`config.mk`:
```
export PLATFORM = sky130hd
export DESIGN_NAME = wma_fir_filter_flat
export DESIGN_NICKNAME = d
export VERILOG_FILES = /design/src/rtl/wma_fir_pkg.sv /design/src/rtl/wma_fir_if.sv /design/src/rtl/wma_fir_delay_line.sv /design/src/rtl/wma_fir_filter.sv /design/src/flat_wrapper.sv
export SDC_FILE = /design/constraint.sdc
export NUM_CORES = 1
export LEC_CHECK = 0
export ABC_CLOCK_PERIOD_IN_PS = 4600
export CAP_MARGIN = 20
export CORE_ASPECT_RATIO = 0.7
export CORE_MARGIN = 5
export CORE_UTILIZATION = 45
export CTS_CLUSTER_DIAMETER = 100
export CTS_CLUSTER_SIZE = 25
export DETAILED_ROUTE_END_ITERATION = 16
export PLACE_DENSITY = 0.67
export SLEW_MARGIN = 20
export SYNTH_ARGS = -nofsm -noshare
export SYNTH_HDL_FRONTEND = slang
export SYNTH_SLANG_ARGS = --single-unit
```
`constraint.sdc`:
```
create_clock -name clk -period 4.6 [get_ports clk]
set_input_delay 1.38 -clock clk [delete_from_list [all_inputs] [get_ports clk]]
set_output_delay 1.38 -clock clk [all_outputs]
set_load 0.05 [all_outputs]
```
`src/rtl/wma_fir_pkg.sv`:
```
// wma_fir_filter shared constants and helpers.
// Binomial {1,3,3,1} taps, divide-by-8 normalisation.
package wma_fir_pkg;

  localparam int TAPS        = 4;
  localparam int COEFF[TAPS] = '{1, 3, 3, 1};
  localparam int NORM_SHIFT  = 3;
  localparam int ROUND_CONST = 4;

  function automatic int acc_width(input int n);
    return n + 3;
  endfunction

endpackage

```
`src/rtl/wma_fir_if.sv`:
```
// Streaming sample bus for wma_fir_filter.
// Master drives samples in, slave returns filtered samples.
interface wma_fir_if #(
  parameter int N = 8
);

  logic [N-1:0] data_in;
  logic [N-1:0] data_out;

  modport master (
    output data_in,
    input  data_out
  );

  modport slave (
    input  data_in,
    output data_out
  );

endinterface

```
`src/rtl/wma_fir_delay_line.sv`:
```
// Sample history for wma_fir_filter.
// Tap 0 (newest) sits in the low N bits of taps.
module wma_fir_delay_line
  import wma_fir_pkg::*;
#(
  parameter int N    = 8,
  parameter int TAPS = 4
) (
  input  logic            clk,
  input  logic            reset,
  input  logic [N-1:0]    din,
  output logic [TAPS*N-1:0] taps
);

  logic [TAPS*N-1:0] line_q;
  logic [TAPS*N-1:0] line_d;

  // shift every tap one place older, newest sample enters at tap 0
  always_comb begin
    line_d = {line_q[(TAPS-1)*N-1:0], din};
  end

  // history register, cleared asynchronously
  always_ff @(posedge clk or posedge reset) begin
    if (reset) begin
      line_q <= '0;
    end else begin
      line_q <= line_d;
    end
  end

  assign taps = line_q;

endmodule

```
`src/rtl/wma_fir_filter.sv`:
```
// 4-tap {1,3,3,1}/8 moving-average filter, one sample per clock.
// Define WMA_FIR_ROUND_EN for round-half-up instead of truncation.
module wma_fir_filter
  import wma_fir_pkg::*;
#(
  parameter int N = 8
) (
  input  logic      clk,
  input  logic      reset,
  wma_fir_if.slave  bus
);

  localparam int AW = acc_width(N);

  logic [TAPS*N-1:0] taps;
  logic [AW-1:0]     tap;
  logic [AW-1:0]     acc;
  logic [AW-1:0]     acc_r;
  logic [N-1:0]      data_out_d;
  logic [N-1:0]      data_out_q;

  wma_fir_delay_line #(
    .N    (N),
    .TAPS (TAPS)
  ) u_dl (
    .clk   (clk),
    .reset (reset),
    .din   (bus.data_in),
    .taps  (taps)
  );

  // weighted sum of the pre-edge history; 3x done as (x<<1)+x
  always_comb begin
    acc = '0;
    tap = '0;
    for (int i = 0; i < TAPS; i++) begin
      tap = AW'(taps[i*N +: N]);
      if (COEFF[i] == 3) begin
        acc = acc + (tap << 1) + tap;
      end else begin
        acc = acc + tap;
      end
    end
  end

  // normalise; accumulator headroom keeps the result within N bits
  always_comb begin
`ifdef WMA_FIR_ROUND_EN
    acc_r = acc + AW'(ROUND_CONST);
`else
    acc_r = acc;
`endif
    data_out_d = acc_r[NORM_SHIFT +: N];
  end

  // output register, cleared asynchronously
  always_ff @(posedge clk or posedge reset) begin
    if (reset) begin
      data_out_q <= '0;
    end else begin
      data_out_q <= data_out_d;
    end
  end

  assign bus.data_out = data_out_q;

endmodule

```
`src/flat_wrapper.sv`:
```
// flat-port wrapper written by rule: the top's interface ports become plain ports
module wma_fir_filter_flat import wma_fir_pkg::*;
#(
  parameter int N = 8
)
  (clk, reset, bus_data_in, bus_data_out);
  wma_fir_if #(.N(N)) bus_i ();
  input  logic clk;
  input  logic reset;
  input wire logic [$bits(bus_i.data_in)-1:0] bus_data_in;
  output wire logic [$bits(bus_i.data_out)-1:0] bus_data_out;
  assign bus_i.data_in = bus_data_in;
  assign bus_data_out = bus_i.data_out;
  wma_fir_filter #(.N(N)) u_core (.clk(clk), .reset(reset), .bus(bus_i));
endmodule
```
==> impl_metrics.toml, run 1 <==
[worst_setup_path]
cp_max_fo = 4
reg2reg_depth = 16
end_kind = "flop"
required_ns = 4.79
critPathKind = "flop to flop"
cp-startpoint = "u_core.u_dl.taps[8]$_DFF_PP0_"
critPathLaunchType = "flop"
cp_data_arrival_time_ns = 4.66
r2r_start = "u_core.u_dl.taps[8]$_DFF_PP0_"

[synthesis]
synth-edff-count = 0
synth_nets = 237
ys_seq_elements = 40
synth_flop_cell = "dfrtp_1"
async_flop_share_pct = 100.0
synth.distinct_cells = 38
postSynthCellCount = 185
synth.avg_cell_area_um2 = 12.44
yosys_warnings = 0
ys_seq_area_share_pct = 43.50
syn_area_um2 = 2301

[floorplan]
dieArea_um2 = 6666
floorplan.rows = 21
dieHeight_um = 69.83
core_um2 = 4861
start_util_pct = 47.34
ioPinCount = 18
die_w_um = 95.47

[power_and_ir_drop]
pwr-share-comb_pct = 54.2
p_int_mw = 1.106
power_frac_clock_pct = 22.0
sw_frac_of_total_pct = 39.23
p_per_area_nw_per_um2 = 653.5
total_power_mw = 1.819
p_switching_mw = 0.7136
vdd_drop_max_mv = 0.2532
leakagePower_nw = 1.297
seq_power_share_pct = 23.8

[hold_path]
hold_path_class = "flop to flop"
worstHoldStart = "u_core.u_dl.taps[7]$_DFF_PP0_"
worstHoldPathCells = 0

[sta]
fmax_ghz = 0.2238
period_share_pct = 97.13
tightest_slew_ns = 0.4972
finalCriticalPeriod_ns = 4.468
rsz0062_at_grt = "true"
hold_violations = 0
finalSetupTns_ns = 0
relSlewSlack_pct = 66.75
finClkSkew_ns = 0.006117
finalMaxSlewViolations = 0
setup_viol = 0

[place]
port_buffers = 17
globalplace.congestion = 0.8952
place_hpwl_mm = 2.794

[drt]
wl_per_cell_um = 13.19
drt_wl_total_mm = 3.705
drtIter0Drc = 32
firstDrtPassIters = 5
drc = 0
vias_per_cell = 4.872
drtAntennaViolNets = 0
vias = 1369

[run_status]
outcome = "completed"

[global_routing]
overflow = 0
grt_start_max_net_pins = 41
antenna_found_initial = 0
grt.total_usage_pct = 13.05
grt_pass1_vias = 1369
grt_pass1_wl_mm = 6.492

[job]
maxCapViolCount = 0

[clock_network]
cts_hold_repair.buffers = 0
cts_tree = "built"
cts.path.max_buffers = 2
cts_made_buffers = 5
cts_root_buf = "clkbuf_8"
cts.htree.levels = 2
clkTransAtPathRegs_ns = 0.08
clk_latency_ns = 0.30
clkSinkCount = 40

[finish]
multi_input_area_um2 = 1221
syn_to_final_growth_pct = 20.99
nets = 263
drive_above_1_share_pct = 9.434
nFillCells = 397
ff_latch_area_um2 = 1001
n_antenna_cell = 0
## synth_stat cells (all sizes together), types with 2 or more instances
cell type  number  area [um^2]
o311a           2        20.02
a21oi          10        50.05
nor2            6        22.52
nand2b          2        12.51
a31oi           2        12.51
a21o            3        22.52
xor2            4        35.03
xnor2           4        35.03
nand3b          2        15.01
mux2i           2        20.02
nor2b           2        20.02
inv            35        131.4
or4             2        15.01
dfrtp          40         1001
nor4            2        12.51
ha             18        225.2
fa             24        480.5
nand4           2        12.51
o21ai           6        30.02
## metal layers
metal	part of all wire, %	track usage (%)	vias to the layer above
li1	-	-	679
met1	53	20.15	652
met2	41	15.67	36
met3	5.6	5.206	2
met4	0.73	5.521	0
met5	0	0	-
## sequential cells by signal (all words and copies together) (netlist names)
register             flops
u_core.u_dl.taps        32
u_core.bus.data_out      8
## cells in the final DEF (no fill, tap or decap), drive strengths merged, types with 3 or more instances in the layout
master and n:
a21oi 10, clkdlybuf4s50 17, o21ai 6, fa 24, inv 35, ha 18, bufinv 3, nor2 6
a21o 3, dfrtp 40, xor2 4, clkbuf 5, xnor2 4
## power groups by stage
stage / logic, mW / clock network (mW) / registers (mW)
after floorplan: 0.573 / 0 / 0.568
after global placement: 0.887 / 0 / 0.441
after detailed placement: 0.907 / 0 / 0.442
after CTS: 0.915 / 0.408 / 0.434
after global routing: 1.10 / 0.425 / 0.439
final: 0.985 / 0.400 / 0.434
## final cells by class
cell class,count,area share [%]
clock buffers,5,2.472
inverters,35,4.719
multi-input cells,110,43.87
well taps,69,3.101
flip-flops and latches,40,35.96
repair buffers,19,6.652
clock inverters,3,3.236
## logic make-up after synthesis
logic type / Yosys count / synth area share, %
adders and majority gates: 42 / 30.67
DFF: 40 / 43.50
buffers and inverters: 35 / 5.710
AOI/OAI and AO/OA: 33 / 9.516
and+or+nand+nor: 25 / 6.688
xor gates and xnor gates: 8 / 3.045
muxes: 2 / 0.8701
## worst max-delay path: stages (launching register included)
cell,delay (ns)
dfrtp_1,0.44
ha_4,0.19
inv_2,0.05
fa_2,0.23
nor2b_4,0.05
o31a_1,0.28
or4b_1,0.48
o311a_1,0.16
fa_1,0.49
inv_1,0.05
fa_1,0.47
fa_1,0.53
ha_4,0.32
nand3_1,0.14
nand3b_1,0.13
mux2i_1,0.08
a211o_1,0.27
## final timing paths
kind                            slack [ns]                                to
worst max register to register        0.13  u_core.bus.data_out[6]$_DFF_PP0_
worst min register to register        0.39    u_core.u_dl.taps[15]$_DFF_PP0_
min in group asynchronous             1.49  u_core.bus.data_out[1]$_DFF_PP0_
worst min-delay path                  0.39    u_core.u_dl.taps[15]$_DFF_PP0_
max in group asynchronous             2.75    u_core.u_dl.taps[22]$_DFF_PP0_
worst max-delay path                  0.13  u_core.bus.data_out[6]$_DFF_PP0_
## what timing repair did
item	in CTS	in global routing
resized for setup	0	12
endpoints found under the setup margin	0	4
endpoints found under the hold margin	0	0
buffers inserted	0	1
## stage by stage
stage                     util, %  hold slack (ns)  worst slack [ns]  cells  area [um^2]
final                       57.27           0.3874            0.1320    281         2784
after global routing        57.27           0.4037          -0.01925    281         2784
after CTS                   56.04           0.3893          0.001136    280         2724
after detailed placement    52.77           0.3678           0.03226    272         2565
after global placement      52.77           0.3644            0.1416    272         2565
after floorplan                 -           0.3597            0.2554    185         2301
(Power assumes the default switching activity.)
==> run 2, diff against run 1 <==
--- a/config.mk
+++ b/config.mk
@@ -10,6 +10,7 @@
 export CORE_ASPECT_RATIO = 0.7
 export CORE_MARGIN = 5
 export CORE_UTILIZATION = 45
+export CTS_BUF_LIST = sky130_fd_sc_hd__clkbuf_16
 export CTS_CLUSTER_DIAMETER = 100
 export CTS_CLUSTER_SIZE = 25
 export DETAILED_ROUTE_END_ITERATION = 16
==> run 2 against run 1 <==
First-iteration DRC count increased by 16%. Routed wire length is 7.4% higher. Sequential cell count stayed put. Die area did not move. Largest power group unchanged. Highest routed layer unchanged.
==> impl_metrics.toml, run 2 (same netlist as run 1, synthesis figures left out) <==
[run_status]
outcome = "completed"

[clock_network]
clkSinkCount = 40
cts.htree.levels = 2
cts_root_buf = "clkbuf_16"
clk_latency_ns = 0.28
cts_tree = "built"
cts_made_buffers = 5
cts_hold_repair.buffers = 0
clkTransAtPathRegs_ns = 0.06
cts.path.max_buffers = 2

[worst_setup_path]
end_kind = "flop"
cp_max_fo = 4
required_ns = 4.77
critPathKind = "flop to flop"
cp_data_arrival_time_ns = 4.64
critPathLaunchType = "flop"

[finish]
final_cells = 284
final_cell_mix = "dfrtp_1, inv_1, fa_1, clkdlybuf4s50_1, ha_1"
n_antenna_cell = 0
nFillCells = 388
largest_reg_flops = 32
multi_input_area_um2 = 1226
drive_above_1_share_pct = 11.63
nets = 266
final_common_cell = "dfrtp_1"
fin_area_um2 = 2868
syn_to_final_growth_pct = 24.63
ff_latch_area_um2 = 1001

[drt]
drc = 0
drt_wl_total_mm = 3.979
vias_per_cell = 4.951
firstDrtPassIters = 5
drtAntennaViolNets = 0
drtIter0Drc = 37
wl_per_cell_um = 14.01
vias = 1406

[sta]
setup_viol = 0
finClkSkew_ns = 0.003883
period_share_pct = 97.25
fmax_ghz = 0.2235
hold_violations = 0
finalSetupTns_ns = 0
relSlewSlack_pct = 66.33
finalMaxSlewViolations = 0
finalCriticalPeriod_ns = 4.474
fin_hold_ws_ns = 0.3855
setup_slack_ns = 0.1263
tightest_slew_ns = 0.5051

[global_routing]
grt.total_usage_pct = 13.23
grt_start_max_net_pins = 41
grt_pass1_vias = 1408
overflow = 0
grt_pass1_wl_mm = 6.748
antenna_found_initial = 0

[place]
dp_cells = 272
placed_area_um2 = 2565
place_hpwl_mm = 2.794
dp_slack_ns = 0.03226
port_buffers = 17
globalplace.congestion = 0.8952

[power_and_ir_drop]
p_per_area_nw_per_um2 = 679.6
vdd_drop_max_mv = 0.2451
leakagePower_nw = 1.340

[floorplan]
start_util_pct = 47.34
dieArea_um2 = 6666
die_w_um = 95.47
core_um2 = 4861
floorplan.rows = 21
ioPinCount = 18
dieHeight_um = 69.83

[hold_path]
hold_path_class = "flop to flop"

[job]
maxCapViolCount = 0
[run 2: changes by cell type in the layout (fill, tap and decap cells not counted), sizes merged]
cell	before	now
buf	2	5
[run 2: cell type report]
class / count / area share, %
Clock buffer: 5 / 4.363
Clock inverter: 3 / 3.141
Inverter: 35 / 4.581
Multi-Input combinational cell: 110 / 42.76
Sequential cell: 40 / 34.90
Tap cell: 69 / 3.010
Timing Repair Buffer: 22 / 7.243
[run 2: critical path, cell delays in order (launching register included)]
cell	delay, ns
dfrtp_1	0.38
ha_2	0.21
inv_1	0.07
fa_2	0.23
nor2b_4	0.05
o31a_1	0.31
or4b_4	0.50
o311a_1	0.16
fa_1	0.49
inv_1	0.05
fa_1	0.46
fa_1	0.51
ha_4	0.32
nand3_1	0.14
nand3b_1	0.13
mux2i_1	0.08
a211o_1	0.27
[run 2: through the flow]
stage / total power [mW] / utilization, %
after floorplan: 1.141 / -
after global placement: 1.328 / 52.77
after detailed placement: 1.349 / 52.77
after CTS: 1.911 / 58.15
after global routing: 2.085 / 59.00
final: 1.949 / 59.00
[run 2: timing repair]
action / CTS / global route
setup endpoints to repair: 3 / 4
gates resized for setup: 5 / 7
pin swaps: 2 / 7
setup buffers: 2 / 2
[run 2: final timing paths]
check                           slack [ns]                          endpoint                     startpoint  cells past startpoint
worst max-delay path                  0.13  u_core.bus.data_out[6]$_DFF_PP0_  u_core.u_dl.taps[8]$_DFF_PP0_                     16
worst min-delay path                  0.39     u_core.u_dl.taps[9]$_DFF_PP0_  u_core.u_dl.taps[1]$_DFF_PP0_                      0
worst max register to register        0.13  u_core.bus.data_out[6]$_DFF_PP0_  u_core.u_dl.taps[8]$_DFF_PP0_                     16
worst min register to register        0.39     u_core.u_dl.taps[9]$_DFF_PP0_  u_core.u_dl.taps[1]$_DFF_PP0_                      0
max in group asynchronous             2.72    u_core.u_dl.taps[22]$_DFF_PP0_                          reset                      3
min in group asynchronous             1.52  u_core.bus.data_out[4]$_DFF_PP0_                          reset                      3
[run 2: routing by layer]
layer	routed length [um]	global-route usage [%]	vias to the layer above	share of wire [%]
met1	2037	20.56	684	51
met5	0	0	-	0
met2	1707	17.22	38	43
met4	43	5.047	0	1.1
met3	190	3.579	5	4.8
li1	-	-	679	-
[run 2: power breakdown]
part / internal, mW / switching, mW
clock: 0.366 / 0.136
combinational: 0.434 / 0.580
sequential: 0.413 / 0.0206
==> run 3, diff against run 2 <==
--- a/config.mk
+++ b/config.mk
@@ -10,10 +10,10 @@
 export CORE_ASPECT_RATIO = 0.7
 export CORE_MARGIN = 5
 export CORE_UTILIZATION = 45
-export CTS_BUF_LIST = sky130_fd_sc_hd__clkbuf_16
 export CTS_CLUSTER_DIAMETER = 100
 export CTS_CLUSTER_SIZE = 25
 export DETAILED_ROUTE_END_ITERATION = 16
+export GPL_TIMING_DRIVEN = 0
 export PLACE_DENSITY = 0.67
 export SLEW_MARGIN = 20
 export SYNTH_ARGS = -nofsm -noshare
==> run 3 against run 2 <==
First-iteration DRC count down 5.4%. Critical path depth down 1. Sequential share of layout area up 1.5 points. Non-clock buffer count unchanged. Critical path type unchanged. Maximum frequency up 0.57%. Largest cell class unchanged. Clock skew up 0.0037 ns. Clock-buffer cell count up 2. Global-route usage down 0.77 points. Worst setup slack better by 0.025 ns.
==> impl_metrics.toml, run 3 (same netlist as run 1, synthesis figures left out) <==
[power_and_ir_drop]
p_switching_mw = 0.7007
vdd_drop_max_mv = 0.2018
p_int_mw = 0.9513
power_frac_clock_pct = 15.5
p_per_area_nw_per_um2 = 601.2
total_power_mw = 1.652
sw_frac_of_total_pct = 42.42
pwr-share-comb_pct = 58.3
leakagePower_nw = 1.286
seq_power_share_pct = 26.2

[floorplan]
ioPinCount = 18
dieHeight_um = 69.83
floorplan.rows = 21
core_um2 = 4861
start_util_pct = 47.34
dieArea_um2 = 6666
die_w_um = 95.47

[finish]
final_cell_mix = "dfrtp_1, inv_1, fa_1, clkdlybuf4s50_1, ha_1"
syn_to_final_growth_pct = 19.41
nFillCells = 409
ff_latch_area_um2 = 1001
largest_reg_flops = 32
drive_above_1_share_pct = 10.75
fin_util_pct = 56.53
multi_input_area_um2 = 1212
nets = 266
fin_area_um2 = 2748
n_antenna_cell = 0
final_common_cell = "dfrtp_1"

[clock_network]
cts.path.max_buffers = 2
cts_root_buf = "clkbuf_8"
cts_tree = "built"
cts.htree.levels = 2
clkTransAtPathRegs_ns = 0.08
clkSinkCount = 40
cts_made_buffers = 5
clk_latency_ns = 0.30

[sta]
tightest_slew_ns = 0.4962
finClkSkew_ns = 0.007595
finalMaxSlewViolations = 0
fmax_ghz = 0.2248
finalCriticalPeriod_ns = 4.449
relSlewSlack_pct = 66.82
period_share_pct = 96.71
setup_viol = 0
hold_violations = 0

[place]
placed_area_um2 = 2577
port_buffers = 17
place_hpwl_mm = 2.742
globalplace.congestion = 0.7696

[job]
maxCapViolCount = 0

[hold_path]
hold_path_class = "flop to flop"

[worst_setup_path]
required_ns = 4.84
critPathKind = "flop to flop"
cpPeakStageDelay_ns = 0.52
cp_data_arrival_time_ns = 4.69
cp_max_fo = 6
worst_path_max_delay_cell = "or4_1"
end_kind = "flop"
crit_top_cell = "fa_1"
critPathLaunchType = "flop"
worstPathCellList = "ha_4 -> inv_2 -> fa_2 -> nor2b_4 -> o31a_1 -> or4b_1 -> o311a_1 -> fa_1 -> inv_1 -> fa_1 -> fa_1 -> ha_4 -> inv_2 -> or4_1 -> nand4_1"
ff2ff_setup_slack_ns = 0.15

[drt]
drtAntennaViolNets = 0
vias = 1390
firstDrtPassIters = 4
drtIter0Drc = 35
vias_per_cell = 4.912
drc = 0
drt_wl_total_mm = 3.822
wl_per_cell_um = 13.51

[global_routing]
grt_start_max_net_pins = 27
grt_pass1_vias = 1380
grt_pass1_wl_mm = 6.210
antenna_found_initial = 0
overflow = 0
grt.total_usage_pct = 12.46

[run_status]
outcome = "completed"
-- run 3: changes by cell type in the layout (fill, tap and decap cells not counted), moves of 2 or more --
cell / previous run / this run
clkbuf_16: 5 / 0
inv_1: 34 / 32
inv_2: 1 / 3
clkbuf_8: 0 / 7
bufinv_16: 3 / 0
-- run 3: layout make-up --
class	instances	share of cell area, %
Sequential cell	40	36.43
Inverter	35	4.781
Multi-Input combinational cell	110	44.13
Timing Repair Buffer	22	8.015
Tap cell	69	3.142
Clock buffer	7	3.506
-- run 3: power by group through the flow --
stage / Sequential (mW) / Clock [mW] / Combinational, mW
6_report: 0.433 / 0.256 / 0.963
5_1_grt: 0.439 / 0.277 / 1.07
4_1_cts: 0.433 / 0.262 / 0.912
3_5_place_dp: 0.441 / 0 / 0.899
3_3_place_gp: 0.440 / 0 / 0.882
2_1_floorplan: 0.568 / 0 / 0.573
-- run 3: final timing paths --
kind                                          startpoint                                to  cells after the start
max in group asynchronous                          reset    u_core.u_dl.taps[31]$_DFF_PP0_                      3
setup / recovery           u_core.u_dl.taps[8]$_DFF_PP0_  u_core.bus.data_out[4]$_DFF_PP0_                     15
hold reg to reg            u_core.u_dl.taps[7]$_DFF_PP0_    u_core.u_dl.taps[15]$_DFF_PP0_                      0
min in group asynchronous                          reset  u_core.bus.data_out[7]$_DFF_PP0_                      2
setup reg to reg           u_core.u_dl.taps[8]$_DFF_PP0_  u_core.bus.data_out[4]$_DFF_PP0_                     15
hold / removal             u_core.u_dl.taps[7]$_DFF_PP0_    u_core.u_dl.taps[15]$_DFF_PP0_                      0
-- run 3: critical path, delay by kind of cell (launching register included) --
kind / cells / cell delay [ns]
adders and majority gates: 6 / 2.17
and+or+nand+nor: 4 / 1.13
AOI/OAI and AO/OA: 2 / 0.47
DFF: 1 / 0.44
buffers and inverters: 3 / 0.17
-- run 3: routing by layer --
metal / up-vias / global-route usage, % / wire length [um]
li1: 672 / - / -
met1: 682 / 17.54 / 1885
met2: 30 / 16.76 / 1657
met3: 6 / 4.772 / 213
met4: 0 / 5.836 / 65
met5: - / 0 / 0
-- run 3: what timing repair did --
action	in CTS	in global routing
pin swaps	0	7
setup buffers	1	3
gates resized for setup	2	10
hold buffers	0	0
endpoints found under the hold margin	0	0
endpoints found under the setup margin	2	4
-- run 3: through the flow --
step	setup TNS, ns	setup WS, ns	hold slack [ns]	instances
finish	0	0.1515	0.3859	283
detailed placement	-0.009678	-0.009678	0.3729	272
global route	-0.02475	-0.01495	0.4013	283
global placement	0	0.001406	0.3640	271
floorplan	0	0.2554	0.3597	185
CTS	0	0.03059	0.3909	280
